===== src/rtl/uart_rx_param.sv =====
// Parametrised UART receiver.
// The line is passed through a 2-flop synchroniser and a 3-deep history, and each bit is a
// 3-sample majority vote. The receiver checks an optional parity bit and 1 or 2 stop bits,
// and rejects false starts. Each received word goes into a one-entry output register with a
// valid/ready handshake and per-frame error flags.
module uart_rx_param #(
    parameter int CLKS_PER_BIT = 4800,
    parameter int DATA_BITS    = 8,
    parameter int PARITY_MODE  = 0,
    parameter int STOP_BITS    = 1
) (
    input  logic                 Clock,
    input  logic                 Reset,
    input  logic                 DataIn,
    input  logic                 DataReady,
    output logic [DATA_BITS-1:0] DataOut,
    output logic                 DataValid,
    output logic                 ParityErr,
    output logic                 FrameErr,
    output logic                 Overrun,
    output logic                 Busy
);

    localparam int CNT_W = $clog2(CLKS_PER_BIT);
    localparam logic [CNT_W-1:0] HALF_LAST  = CNT_W'(CLKS_PER_BIT / 2 - 1);
    localparam logic [CNT_W-1:0] BIT_LAST   = CNT_W'(CLKS_PER_BIT - 1);
    localparam logic [3:0]       DATA_LAST  = 4'(DATA_BITS - 1);
    localparam logic [3:0]       STOP_LAST  = 4'(STOP_BITS - 1);
    localparam logic             HAS_PARITY = (PARITY_MODE != 0);
    localparam logic             ODD_PARITY = (PARITY_MODE == 2);

    typedef enum logic [2:0] {
        ST_IDLE   = 3'd0,
        ST_START  = 3'd1,
        ST_DATA   = 3'd2,
        ST_PARITY = 3'd3,
        ST_STOP   = 3'd4,
        ST_BREAK  = 3'd5
    } state_e;

    // Majority of three samples.
    function automatic logic maj3(input logic a, input logic b, input logic c);
        return (a & b) | (b & c) | (a & c);
    endfunction

    // A parity error is when the XOR of the data and the parity bit differs from the expected value.
    // That value is 1 for odd parity and 0 for even parity.
    function automatic logic parity_mismatch(input logic [DATA_BITS-1:0] data,
                                             input logic pbit, input logic odd);
        return ((^data) ^ pbit) != odd;
    endfunction

    logic                 sync1_q, sync2_q;
    logic [2:0]           hist_q;
    logic                 maj_s;
    state_e               state_q, state_d;
    logic [CNT_W-1:0]     cnt_q, cnt_d;
    logic [3:0]           bit_q, bit_d;
    logic [DATA_BITS-1:0] shift_q, shift_d;
    logic                 perr_q, perr_d;
    logic                 ferr_q, ferr_d;
    logic                 done_s, done_ferr_s, xfer_s;
    logic [DATA_BITS-1:0] dout_q, dout_d;
    logic                 valid_q, valid_d;
    logic                 operr_q, operr_d;
    logic                 oferr_q, oferr_d;
    logic                 overrun_q, overrun_d;
    logic                 busy_q;

    assign maj_s  = maj3(hist_q[0], hist_q[1], hist_q[2]);
    assign xfer_s = valid_q & DataReady;

    // Synchronise the async line and keep a 3-sample history of it for the vote.
    always_ff @(posedge Clock or negedge Reset) begin
        if (!Reset) begin
            sync1_q <= 1'b1;
            sync2_q <= 1'b1;
            hist_q  <= 3'b111;
        end else begin
            sync1_q <= DataIn;
            sync2_q <= sync1_q;
            hist_q  <= {hist_q[1:0], sync2_q};
        end
    end

    // Frame FSM next state: bit timing, data shift, parity and stop checks.
    always_comb begin
        state_d     = state_q;
        cnt_d       = cnt_q;
        bit_d       = bit_q;
        shift_d     = shift_q;
        perr_d      = perr_q;
        ferr_d      = ferr_q;
        done_s      = 1'b0;
        done_ferr_s = 1'b0;
        case (state_q)
            ST_IDLE: begin
                if (!sync2_q) begin
                    state_d = ST_START;
                    cnt_d   = '0;
                end else begin
                    state_d = ST_IDLE;
                end
            end
            ST_START: begin
                if (cnt_q == HALF_LAST) begin
                    cnt_d   = '0;
                    bit_d   = 4'd0;
                    perr_d  = 1'b0;
                    ferr_d  = 1'b0;
                    state_d = maj_s ? ST_IDLE : ST_DATA;
                end else begin
                    cnt_d = cnt_q + CNT_W'(1);
                end
            end
            ST_DATA: begin
                if (cnt_q == BIT_LAST) begin
                    cnt_d   = '0;
                    shift_d = {maj_s, shift_q[DATA_BITS-1:1]};
                    if (bit_q == DATA_LAST) begin
                        bit_d   = 4'd0;
                        state_d = HAS_PARITY ? ST_PARITY : ST_STOP;
                    end else begin
                        bit_d = bit_q + 4'd1;
                    end
                end else begin
                    cnt_d = cnt_q + CNT_W'(1);
                end
            end
            ST_PARITY: begin
                if (cnt_q == BIT_LAST) begin
                    cnt_d   = '0;
                    perr_d  = parity_mismatch(shift_q, maj_s, ODD_PARITY);
                    state_d = ST_STOP;
                end else begin
                    cnt_d = cnt_q + CNT_W'(1);
                end
            end
            ST_STOP: begin
                if (cnt_q == BIT_LAST) begin
                    cnt_d  = '0;
                    ferr_d = ferr_q | ~maj_s;
                    if (bit_q == STOP_LAST) begin
                        // The frame completes at the last stop sample, so the next start edge can follow right away.
                        done_s      = 1'b1;
                        done_ferr_s = ferr_q | ~maj_s;
                        bit_d       = 4'd0;
                        state_d     = done_ferr_s ? ST_BREAK : ST_IDLE;
                    end else begin
                        bit_d = bit_q + 4'd1;
                    end
                end else begin
                    cnt_d = cnt_q + CNT_W'(1);
                end
            end
            ST_BREAK: begin
                // Wait for the line to return high, so a held-low line gives only one errored frame.
                if (sync2_q) begin
                    state_d = ST_IDLE;
                end else begin
                    state_d = ST_BREAK;
                end
            end
            default: begin
                state_d = ST_IDLE;
            end
        endcase
    end

    // Output register next state: load, drop with overrun, or consume on a transfer.
    always_comb begin
        dout_d    = dout_q;
        valid_d   = valid_q;
        operr_d   = operr_q;
        oferr_d   = oferr_q;
        overrun_d = overrun_q;
        if (done_s) begin
            if (!valid_q || DataReady) begin
                dout_d  = shift_q;
                valid_d = 1'b1;
                operr_d = HAS_PARITY & perr_q;
                oferr_d = done_ferr_s;
                if (xfer_s) begin
                    overrun_d = 1'b0;
                end else begin
                    overrun_d = overrun_q;
                end
            end else begin
                overrun_d = 1'b1;
            end
        end else if (xfer_s) begin
            valid_d   = 1'b0;
            overrun_d = 1'b0;
        end else begin
            valid_d = valid_q;
        end
    end

    // FSM state, bit timing and frame accumulation registers.
    always_ff @(posedge Clock or negedge Reset) begin
        if (!Reset) begin
            state_q <= ST_IDLE;
            cnt_q   <= '0;
            bit_q   <= 4'd0;
            shift_q <= '0;
            perr_q  <= 1'b0;
            ferr_q  <= 1'b0;
        end else begin
            state_q <= state_d;
            cnt_q   <= cnt_d;
            bit_q   <= bit_d;
            shift_q <= shift_d;
            perr_q  <= perr_d;
            ferr_q  <= ferr_d;
        end
    end

    // Registered outputs for the consumer.
    always_ff @(posedge Clock or negedge Reset) begin
        if (!Reset) begin
            dout_q    <= '0;
            valid_q   <= 1'b0;
            operr_q   <= 1'b0;
            oferr_q   <= 1'b0;
            overrun_q <= 1'b0;
            busy_q    <= 1'b0;
        end else begin
            dout_q    <= dout_d;
            valid_q   <= valid_d;
            operr_q   <= operr_d;
            oferr_q   <= oferr_d;
            overrun_q <= overrun_d;
            busy_q    <= (state_d != ST_IDLE);
        end
    end

    assign DataOut   = dout_q;
    assign DataValid = valid_q;
    assign ParityErr = operr_q;
    assign FrameErr  = oferr_q;
    assign Overrun   = overrun_q;
    assign Busy      = busy_q;

endmodule

===== config.mk =====
export PLATFORM = sky130hd
export DESIGN_NAME = uart_rx_param
export DESIGN_NICKNAME = d
export VERILOG_FILES = /design/src/rtl/uart_rx_param.sv
export SDC_FILE = /design/constraint.sdc
export NUM_CORES = 1
export LEC_CHECK = 0
export CORE_ASPECT_RATIO = 0.6
export CORE_MARGIN = 1.5
export CORE_UTILIZATION = 35
export DETAILED_ROUTE_END_ITERATION = 10
export SLEW_MARGIN = 20
export SYNTH_ARGS = -nofsm -noshare
export SYNTH_HDL_FRONTEND = slang
export SYNTH_SLANG_ARGS = --single-unit

===== constraint.sdc =====
create_clock -name Clock -period 4.11 [get_ports Clock]
set_input_delay 1.233 -clock Clock [delete_from_list [all_inputs] [get_ports Clock]]
set_output_delay 1.233 -clock Clock [all_outputs]
set_load 0.005 [all_outputs]

-- Word-level counts from Yosys, hierarchy flattened
Index checks and enable logic that the tools add are counted.
- add/subtract/negate cells: 2
- equal/unequal tests: 13
- mux-type cells: 36
- bitwise operators: 8
- reduce and logical (&&, ||, !) cells: 16
- operators by type and width (cell ; number):
    2-to-1 mux 13 bit ; 3
    one-hot mux 13 bit (3 select lines) ; 1
    2-to-1 mux 3 bit ; 8
    2-to-1 mux 4 bit ; 5
    one-hot mux 3 bit (6 select lines) ; 1
    2-to-1 mux 1 bit ; 15
    adder 13 x 1 -> 13 bit, second input constant ; 1
    == test 13 x 12 -> 1 bit, second input constant ; 1
    == test 13 bit, second input constant ; 1
    one-hot mux 4 bit (3 select lines) ; 1
    nonzero test 3 bit ; 3
    != test 2 bit, second input constant ; 4
    AND reduction 2 bit ; 4
    == test 3 x 2 -> 1 bit, second input constant ; 2
    == test 3 bit, second input constant ; 2
    adder 4 x 1 -> 4 bit, second input constant ; 1
    AND 1 bit ; 4
    == test 4 x 3 -> 1 bit, second input constant ; 1
    zero test 4 bit ; 1
    AND reduction 4 bit ; 1
    nonzero test 2 bit ; 2
    == test 3 x 1 -> 1 bit, second input constant ; 1
    zero test 3 bit ; 1
    bitwise OR 1 bit ; 3
    8 further kinds ; 8
- register bits: 46
- input bits: 4
- output and inout port bits: 13
- logic and storage cells: 88

-- Logic depth before layout (Yosys ltp)
- word-level depth: 10
- mapped depth: 7
- depth with buffers taken out: 7

-- Least setup slack after synthesis
No wires, ideal clock.
- kind: input to register
- start: input port DataReady
- end: register dout_q[0], in the netlist DataOut[0]
- library setup time: 125 ps
- arrival time: 2080 ps
- required time: 3985 ps
- setup slack: 1906 ps
- cell stages on the path: 4
- path buffers: 0
- cells stage by stage: nand2b_1 nand3_1 nor2_2 mux2_2
- cells in the longest elaborated chain, start to end: 2
- RTL lines (element ; RTL line ; RTL):
    from (decl) ; 15 ; input logic DataReady,
    logical OR 1 bit ; 178 ; if (!valid_q || DataReady) begin
    AND reduction 2 bit (no source line) ; n/a ;
    to (signal assigned) ; 228 ; dout_q <= dout_d;
    to (decl) ; 63 ; logic [DATA_BITS-1:0] dout_q, dout_d;
Every way passes these cells.
A chain may end at the register's enable or synchronous reset.

-- Worst setup path after layout
- start: input port DataReady
- end: register dout_q[5], in the netlist DataOut[5]
Same word-level chain as after synthesis.

==> flow_summary.yaml <==
detailed_routing:
  via_per_inst: 4.96
  top_layer_used: "met4"
  first_pass_iters: 4
  met1Wirelength_um: 2330
  drc: 0
  vias: 1507
  wl_met3_um: 286
  wl_per_cell_um: 14.0
  totalWireLength_um: 4250
  wl_met2_um: 1600
  drt_iter0_markers: 110
  antenna_left: 0
synth:
  syn_nets: 210
  syn-cell-area_um2: 2240
  synth-compound-area-share_pct: 8.25
  async_flop_share_pct: 100
  yosysUniqueCellTypes: 49
  synth-simple-area-share_pct: 20.6
  synth_top_family_by_area: "simple AND/OR/NAND/NOR gates"
  synthTopCellsByCount: "dfrtp_1 (41), nor2_1 (19), nand2_1 (12), o21ai_0 (12), xnor2_1 (10)"
  synthXorXnorAreaFrac_pct: 4.68
  postSynthAreaPerCell_um2: 11.1
  synth_mux_area_share_pct: 9.87
  postSynthCellCount: 203
  ys_seq_area_share_pct: 51.6
  synth_area_leaders: "dfrtp_1 (46%), dfstp_2 (5.9%), mux2_4 (5.4%)"
  netlist.area_leader.share_pct: 45.7
  ys_seq_elements: 46
  synth_edf_count: 0
  ys.flop_type: "dfrtp_1"
  synth.largest_area_cell: "dfrtp_1"
  synth.yosys.warnings: 0
  synth_fa_ha_area_share_pct: 2.12
  yosysMostFrequentCell: "dfrtp_1"
critical_path:
  cp_cell_sequence: "clkdlybuf4s50_1, nand2b_1, nand3_1, nor2_2, mux2_2"
  crit_slowest_cell: "clkdlybuf4s50_1"
  cp.required_ns: 4.30
  critPathMaxStageDelay_ns: 0.47
  endpoint_kind: "flop"
  cp-start-kind: "input pin"
  cp_num_buf_inv: 1
  crit_type: "input pin to flop"
  cp_top_family: "simple AND/OR/NAND/NOR gates"
  cp_max_fo: 9
  worstPathArrival_ns: 2.73
clock_tree:
  cts_max_level: 2
  clkSinkCount: 46
  numCtsBuffers: 5
  cts_buffer_depth: 2
  insertion_delay_ns: 0.30
  clk_pin_slew_worst_paths_ns: 0.09
  post_cts_resized: 0
  ctsHoldBuffers: 0
  tritoncts: "built"
  cts_root_buf: "clkbuf_8"
  cts_setup_buffers: 0
power_and_ir_drop:
  switching_share_pct: 20.7
  power.density_nw_per_um2: 315
  power.switching_mw: 0.168
  clock_power_share_pct: 41.6
  power_frac_seq_pct: 56.7
  vdd_drop_max_v: 0.000180
  power_frac_comb_pct: 1.7
  p_int_mw: 0.642
  cellLeakagePower_nw: 1.14
place:
  place_hpwl_um: 2950
  dp_slack_ns: 1.26
  portBuffers: 15
  place.gp.congestion: 0.832
grt:
  grt_usage_pct: 13.7
  antenna_found_initial: 0
  grt_max_degree: 47
  grt_overflow: 0
  grt_pass1_wl_um: 7280
  grt_pass1_vias: 1435
sta:
  finalHoldViolations: 0
  skew_ns: 0.00749
  max_freq_ghz: 0.394
  fin_crit_sh_pct: 61.8
  final_max_slew_viol_count: 0
  setup_tns_ns: 0
  tightest_slew_ns: 0.694
  slew_headroom_pct: 53.4
  rsz0062_at_grt: "no"
  period_needed_ns: 2.54
  setup_viol: 0
  fin_ws_ns: 1.57
layout:
  seqCellArea_um2: 1160
  nets: 226
  area_delta_synth_final_pct: 14.6
  n_antenna_cell: 0
  multiInputGateArea_um2: 1020
  drive_gt1_share_pct: 17.3
  fillers: 561
  postLayoutCoreUtil_pct: 41.9
die:
  num_rows: 22
  core_area_um2: 6140
  io_pins: 17
  die_area_um2: 6910
  die_w_um: 106
  die_h_um: 65.0
  initial_core_util_pct: 36.5
run:
  maxCapViolations: 0
run_status:
  status: "finished clean"
hold_path:
  hold_class: "flop to flop"
[power by group through the flow]
| stage | logic (mW) | clock network (mW) | registers [mW] |
|---|---|---|---|
| 3_5_place_dp | 0.0145 | 0 | 0.467 |
| 5_1_grt | 0.0163 | 0.369 | 0.459 |
| 2_1_floorplan | 0.00282 | 0 | 0.467 |
| 6_report | 0.0137 | 0.337 | 0.459 |
| 3_3_place_gp | 0.0144 | 0 | 0.467 |
| 4_1_cts | 0.0144 | 0.349 | 0.459 |
[layer usage]
metal	global-route usage, %	vias up
met4	2.53	0
met1	22.0	717
li1	-	742
met3	4.12	3
met5	0	-
met2	17.5	45
[through the flow]
step | power [mW] | instance area, um2 | instances | hold slack, ns
after floorplan | 0.470 | 2240 | 203 | 0.345
after global placement | 0.482 | 2460 | 296 | 0.346
after detailed placement | 0.482 | 2460 | 296 | 0.347
after CTS | 0.822 | 2570 | 304 | 0.361
after global routing | 0.844 | 2570 | 304 | 0.363
final | 0.809 | 2570 | 304 | 0.360
[state kept, by name (all words and copies together) (netlist names)]
name	flops
sync1_q	1
DataOut	8
bit_q	4
FrameErr	1
state_q	3
sync2_q	1
ferr_q	1
hist_q	3
Busy	1
cnt_q	13
DataValid	1
shift_q	8
Overrun	1
[cell type report]
cell class	instances	share of cell area [%]
clock buffer	6	2.82
timing repair buffer	15	5.74
multi-input combinational	144	39.9
sequential	46	45.0
clock inverter	2	1.46
inverter	7	1.02
tap	84	4.09
[path summary, 6_finish.rpt]
check,startpoint,endpoint,slack (ns),cells past startpoint
setup reg to reg,cnt_q[1],cnt_q[3],1.79,6
max in group asynchronous,Reset,Busy,2.78,1
min in group asynchronous,Reset,shift_q[5],0.93,1
setup / recovery,DataReady,DataOut[5],1.57,5
hold reg to reg,sync1_q,sync2_q,0.36,0
hold / removal,sync1_q,sync2_q,0.36,0
[cell usage in the layout (no fill, tap or decap), types with 5 or more instances in the layout]
master,instances
o21ai_0,12
clkdlybuf4s50_1,14
xnor2_1,10
dfstp_2,5
nand3_1,8
inv_1,7
nor3_1,8
dfrtp_1,41
mux2_2,9
a21oi_1,9
clkbuf_8,5
nand2_1,12
nor2_1,19
mux2_4,8
nand2b_1,6
[logic make-up (layout without fill, tap and decap cells)]
logic type | after synthesis | count (layout)
adders and majority gates | 4 | 4
DFF | 46 | 46
muxes | 17 | 17
AOI/OAI and AO/OA | 31 | 31
other | 1 | 1
and+or+nand+nor | 79 | 79
buffers and inverters | 13 | 30
xor gates and xnor gates | 12 | 12
(Power assumes the default switching activity.)
